==> src/rtl/operand_fetch_sequencer.sv <==
// operand_fetch_sequencer: issues register reads, collects operands and hands them to execute.
// Define OFS_WB_BYPASS_EN to let writebacks refresh operands held in WAIT/VALID.
module operand_fetch_sequencer (
  input  logic       clock,
  input  logic       resetN,
  input  logic       issueValid,
  output logic       issueReady,
  input  logic [2:0] issueRs1,
  input  logic [2:0] issueRs2,
  input  logic       issueImm,
  input  logic [7:0] issueLt,
  input  logic       wbValid,
  input  logic [2:0] wbReg,
  input  logic [7:0] wbData,
  output logic [2:0] rfReadRegister1,
  output logic [2:0] rfReadRegister2,
  output logic       rfImmediate,
  output logic [7:0] rfLtValue,
  output logic       rfRegWrite,
  output logic [7:0] rfWriteData,
  input  logic [7:0] rfReadData1,
  input  logic [7:0] rfReadData2,
  output logic       opValid,
  input  logic       opReady,
  output logic [7:0] opA,
  output logic [7:0] opB
);
  typedef enum logic [1:0] {IDLE, READ, WAIT, VALID} state_t;
  state_t     state, state_nxt;
  logic [2:0] rs1_q, rs2_q;
  logic       imm_q;
  logic [7:0] lt_q, op_a_nxt, op_b_nxt;
  logic       accept;
  assign issueReady      = (state == IDLE) || (state == VALID && opReady);
  assign accept          = issueValid && issueReady;
  assign opValid         = state == VALID;
  assign rfRegWrite      = wbValid;
  assign rfWriteData     = wbData;
  // The write port shares address 1, so a writeback steals it from the read.
  assign rfReadRegister1 = wbValid ? wbReg : rs1_q;
  assign rfReadRegister2 = rs2_q;
  assign rfImmediate     = imm_q;
  assign rfLtValue       = lt_q;
  always_comb begin
    state_nxt = state;
    op_a_nxt  = opA;
    op_b_nxt  = opB;
    case (state)
      IDLE:    state_nxt = accept ? READ : IDLE;
      READ:    state_nxt = wbValid ? READ : WAIT;
      WAIT: begin
        state_nxt = VALID;
        op_a_nxt  = rfReadData1;
        op_b_nxt  = imm_q ? lt_q : rfReadData2;
      end
      VALID:   state_nxt = opReady ? (accept ? READ : IDLE) : VALID;
      default: state_nxt = IDLE;
    endcase
`ifdef OFS_WB_BYPASS_EN
    if (wbValid && (state == WAIT || state == VALID)) begin
      if (wbReg == rs1_q) op_a_nxt = wbData;
      if (!imm_q && wbReg == rs2_q) op_b_nxt = wbData;
    end
`endif
  end
  always_ff @(posedge clock or negedge resetN) begin
    if (!resetN) begin
      state <= IDLE;
      opA   <= '0;
      opB   <= '0;
      rs1_q <= '0;
      rs2_q <= '0;
      imm_q <= 1'b0;
      lt_q  <= '0;
    end else begin
      state <= state_nxt;
      opA   <= op_a_nxt;
      opB   <= op_b_nxt;
      if (accept) begin
        rs1_q <= issueRs1;
        rs2_q <= issueRs2;
        imm_q <= issueImm;
        lt_q  <= issueLt;
      end
    end
  end
endmodule
==> config.mk <==
export PLATFORM = sky130hd
export DESIGN_NAME = operand_fetch_sequencer
export DESIGN_NICKNAME = d
export VERILOG_FILES = /design/src/rtl/operand_fetch_sequencer.sv
export SDC_FILE = /design/constraint.sdc
export NUM_CORES = 1
export LEC_CHECK = 0
export CAP_MARGIN = 20
export CORE_MARGIN = 5
export CORE_UTILIZATION = 44
export DETAILED_ROUTE_END_ITERATION = 8
export HOLD_SLACK_MARGIN = 0.03
export PLACE_DENSITY = 0.93
export SLEW_MARGIN = 20
export SYNTH_ARGS = -nofsm -noshare
export SYNTH_HDL_FRONTEND = slang
export SYNTH_SLANG_ARGS = --single-unit
==> constraint.sdc <==
create_clock -name clock -period 3 [get_ports clock]
set_clock_uncertainty 0.05 [all_clocks]
set_input_delay 0.45 -clock clock [delete_from_list [all_inputs] [get_ports clock]]
set_output_delay 0.45 -clock clock [all_outputs]
set_load 0.03 [all_outputs]
==> run_results.csv <==
group,metric,value,unit
cells_and_area,antennaDiodeCount,0,
clock_network,clkLatencyLatePin,0.27,ns
cells_and_area,final_area,2610,µm²
worst_setup_path,path_class,"in -> out",
yosys,syn_area_per_cell,10.3,µm²
cells_and_area,layout_common_cells,"71 x clkdlybuf4s50_1, 33 x dfrtp_1, 23 x mux2i_1",
sta,slew_violations,0,
grt,grt_overflow,0,
detailed_routing,post_drt_wl_per_cell,15.3,µm
yosys,yosysWarnings,0,
detailed_routing,first_pass_iters,4,
yosys,syn_inst,179,
power,leakagePower,1.07,nW
worst_setup_path,arrival,1.99,ns
cells_and_area,nets,287,
placed_design,routabilityCongestion,0.716,
yosys,syn_nets,226,
sta,period_share,82.8,%
yosys,ys_ff_latch,33,
detailed_routing,route.detailed.drc,0,
cells_and_area,syn_to_final_growth,42.0,%
placed_design,placed_cells,283,
worst_setup_path,end_kind,"primary output",
worst_hold_path,hp-class,"in -> async",
clock_network,cts_root_buf,"clkbuf_8",
die,die-area,5570,µm²
clock_network,clock-sinks,33,
grt,grt_pass1_wl,7220,µm
sta,period_minus_slack,2.49,ns
clock_network,cts_tree,"yes",
sta,worst_slew_pin_slew,0.727,ns
cells_and_area,final_common_cell,"clkdlybuf4s50_1",
worst_setup_path,worst-path-max-fanout,6,
clock_network,cts.path.max_buffers,2,
die,start_util,45.6,%
clock_network,ctsResizeCount,0,
die,core-area,4030,µm²
yosys,syn-cell-area,1840,µm²
die,ioPinCount,89,
power,ir_drop,0.500,mV
clock_network,cts_setup_buffers,0,
cells_and_area,layoutNonFillerInstCount,291,
grt,antenna_found_initial,0,
yosys,synth_cell_types,19,
detailed_routing,vias,1526,
detailed_routing,drtIter0Drc,86,
detailed_routing,viasPerCell,5.24,
grt,first_global_vias,1548,
flow_run,cap_violations,0,
die,dieHeight,74.6,µm
sta,grt_setup_unrepaired,"false",
sta,final.setup.tns,0,ns
worst_setup_path,worstSetupStartpointType,"input pin",
sta,hold_violations,0,
worst_setup_path,startpoint,"wbValid",
clock_network,htreeDepth,2,
placed_design,hpwl,3280,µm
yosys,yosysSeqAreaShare,45.0,%
detailed_routing,ant_nets,0,
die,rows,23,
die,dieWidth,74.6,µm
placed_design,dpl_cell_area,2490,µm²
clock_network,cts_made_buffers,5,
grt,grt_usage,16.6,%
grt,grt_max_degree,34,
sta,fmax,402,MHz
sta,setup_viol_count_final,0,
worst_setup_path,required,2.50,ns
power,power.density,1110,nW/µm²
placed_design,io_buffers,72,
clock_network,holdBufCountCts,0,
detailed_routing,finalWirelength,4450,µm
cells_and_area,drive_above_1_share,11.2,%
outcome,outcome,"complete, no violations",
clock_network,path_clk_slew,0.07,ns
worst_setup_path,reg2reg_from,"state[0]",
sta,slew-limit-headroom,51.5,%
[power by group]
part	total, mW	switching (mW)	internal (mW)
clock network	0.424	0.153	0.271
logic	1.59	0.861	0.729
registers	0.876	0.209	0.667
total	2.89	1.22	1.67
[state kept, by name (all words and copies together) (netlist names)]
signal           count
rs1_q                3
rfReadRegister2      3
state                2
opB                  8
rfImmediate          1
rfLtValue            8
opA                  8
[worst paths after layout]
| check | end | slack (ns) | depth (start not counted) |
|---|---|---|---|
| setup / recovery | rfReadRegister1[2] | 0.51 | 3 |
| hold / removal | rfLtValue[6] | 0.18 | 1 |
| setup reg to reg | opA[0] | 1.11 | 4 |
| hold reg to reg | opB[0] | 0.43 | 2 |
| max in group asynchronous | opB[2] | 2.25 | 1 |
| min in group clock | opB[0] | 0.43 | 2 |
[final cells by class]
class / count / area [µm²]
Timing Repair Buffer: 77 / 753
Fill cell: 348 / 1420
Clock buffer: 7 / 86.3
Multi-Input combinational cell: 122 / 846
Sequential cell: 33 / 826
Tap cell: 50 / 62.6
Inverter: 1 / 3.75
Clock inverter: 1 / 30.0
[critical path, cell delays in order]
cell	delay (ns)
clkdlybuf4s50_1	0.58
mux2_2	0.36
clkdlybuf4s50_1	0.59
[cell usage after synthesis]
master	instances	area, µm²
dfrtp_1	33	826
mux2i_1	23	230
nand2b_1	16	100
nor2_1	16	60.1
o22ai_1	16	100
a211oi_1	15	113
mux2_2	11	124
nand2_1	11	41.3
buf_4	9	67.6
buf_2	7	35.0
o21ai_0	7	35.0
clkbuf_1	5	18.8
a21oi_1	3	15.0
buf_12	2	40.0
and2_2	1	7.51
and2_4	1	8.76
inv_1	1	3.75
o21ai_1	1	5.00
or2_2	1	6.26
[per-layer routing]
| layer | global-route usage [%] | vias up | routed length [µm] |
|---|---|---|---|
| met5 | 0 | - | 0 |
| met4 | 5.34 | 0 | 56 |
| met3 | 3.74 | 8 | 267 |
| met2 | 28.6 | 52 | 2290 |
| met1 | 20.7 | 711 | 1840 |
| li1 | - | 755 | - |
[through the flow]
step           power [mW]  utilization (%)  setup slack (ns)  hold WS (ns)
2_1_floorplan        1.90                -              1.29         0.104
3_3_place_gp         2.43             61.8             0.518         0.412
3_5_place_dp         2.49             61.8             0.504         0.423
4_1_cts              2.92             64.7             0.500         0.207
5_1_grt              3.07             64.7             0.445         0.239
6_report             2.89             64.7             0.515         0.184
[cells by family after synthesis]
group	Yosys count	share of synthesized area [%]
buf+inv	24	8.99
simple gates	46	12.2
flops	33	45.0
compound gates	42	14.6
mux	34	19.3
Power figures use the tool's default switching activity.
==> edit: new RTL, same settings <==
Re-encode `state_t` (4 states) as one-hot, 4 bits wide.
--- a/src/rtl/operand_fetch_sequencer.sv
+++ b/src/rtl/operand_fetch_sequencer.sv
@@ -26,5 +26,5 @@
   output logic [7:0] opB
 );
-  typedef enum logic [1:0] {IDLE, READ, WAIT, VALID} state_t;
+  typedef enum logic [3:0] {IDLE = 4'b0001, READ = 4'b0010, WAIT = 4'b0100, VALID = 4'b1000} state_t;
   state_t     state, state_nxt;
   logic [2:0] rs1_q, rs2_q;
Check against the original RTL: no difference found for any inputs over 10 cycles, from zero or initial values and one cycle with resetN low; not proved beyond that.
==> edit against the unedited design <==
  * Sequential cell count up 2
  * Wire length down 11%
  * Sequential power down 0.7%
  * Design area down 6.2%
  * Global-route usage up 0.35 points
  * Power down 12%
  * Area after synthesis down 9.0%
  * Largest power group unchanged
  * Critical path type unchanged
  * Clock power down 12%
  * Setup slack worse by 0.14 ns
==> edit: results (changes against the unedited design) <==
- Post-DP Area: 0.002342 mm² (-6.0%)
- Global placement routability congestion: 0.7183 (+0.36%)
- Path depth of the worst reg2reg path: 3 (-1)
- Global-route wire length before repair: 6.748 mm (-6.6%)
- Internal reg-to-reg setup slack: 0.94 ns (-0.17 ns)
- Peak clock frequency supported by timing: 381.0 MHz (-5.3%)
- Placed cell count: 229 (-19%)
- Worst-path fanout max: 4 (-2)
- Startpoint of the worst setup timing path: opReady
- Leakage power total: 1.030 nW (-3.7%)
- Per-cell routed wire length: 16.81 µm (+9.9%)
- NumNets Final: 235 (-18%)
- GRT Util Overall: 16.95% (+0.35 points)
- Status: finished, final reports clean
- HPWL after DPL: 2.967 mm (-9.6%)
- Delay of the slowest cell on the worst path: 0.71 ns (+0.12 ns)
- Critical path destination: issueReady
- Sum of met3 wire segment lengths after detailed routing: 432 µm (+62%)
- Via-per-instance ratio: 5.063 (-3.4%)
- Proportion of layout cells with a drive suffix above 1: 22.75% (+12 points)
- Post-Synthesis Net Count: 170 (-25%)
- Worst endpoint data arrival time: 2.12 ns (+0.13 ns)
- Pin count of the biggest net entering global routing: 36 (+5.9%)
- Sum of routed wire segments on met1: 1.531 mm (-17%)
- Setup Slack @ Placement: 0.3568 ns (-0.1475 ns)
- DRC violation total after the first TritonRoute iteration: 46 (-47%)
- Reg2reg start: state[1]
- Filler-free cell count of the finished design: 237 (-19%)
- Number of global-route vias before repair: 1423 (-8.1%)
- Hold_ws: 0.4629 ns (+0.2785 ns)
- Total met2 wirelength after detailed routing: 1.998 mm (-13%)
- Maximum resistive drop on vdd: 762.4 µV (+52%)
- Transition at the pin with the smallest max-transition slack: 0.8675 ns (+0.1403 ns)
- Fraction of the yosys area taken by sequential cells: 52.47% (+7.5 points)
- Path type of the worst min-delay path: reg -> reg
- Number of distinct library cells after synthesis: 29 (+10)
[edit: kinds of logic after synthesis]
logic type | share of synthesized area (%)
flip-flops | 52.47
AND/OR/NAND/NOR | 8.683
buffers and inverters | 7.709
AO/OA/AOI/OAI | 6.586
multiplexers | 24.55
[edit: cell type report]
type	instances	area, µm²
clock buffer	7	96.34
clock inverter	1	7.507
fill	252	1215
inverter	1	3.754
multi-input combinational	71	665.6
sequential	35	877.1
tap	48	60.06
timing repair buffer	74	735.7
[edit: worst max-delay path, delay by kind of cell]
kind / cells / cell delay (ns)
buffers and inverters: 2 / 1.25
and+or+nand+nor: 1 / 0.16
AOI/OAI and AO/OA: 1 / 0.27
[edit: routing by layer]
layer / global-route usage, % / vias to the layer above
met5: 0 / -
li1: - / 553
met3: 8.275 / 2
met1: 19.73 / 592
met2: 27.86 / 53
met4: 4.593 / 0
[edit: power by group]
part | internal (mW) | leakage [nW] | switching, mW
clock network | 0.209 | 0.0505 | 0.164
registers | 0.678 | 0.411 | 0.192
logic | 0.654 | 0.569 | 0.637
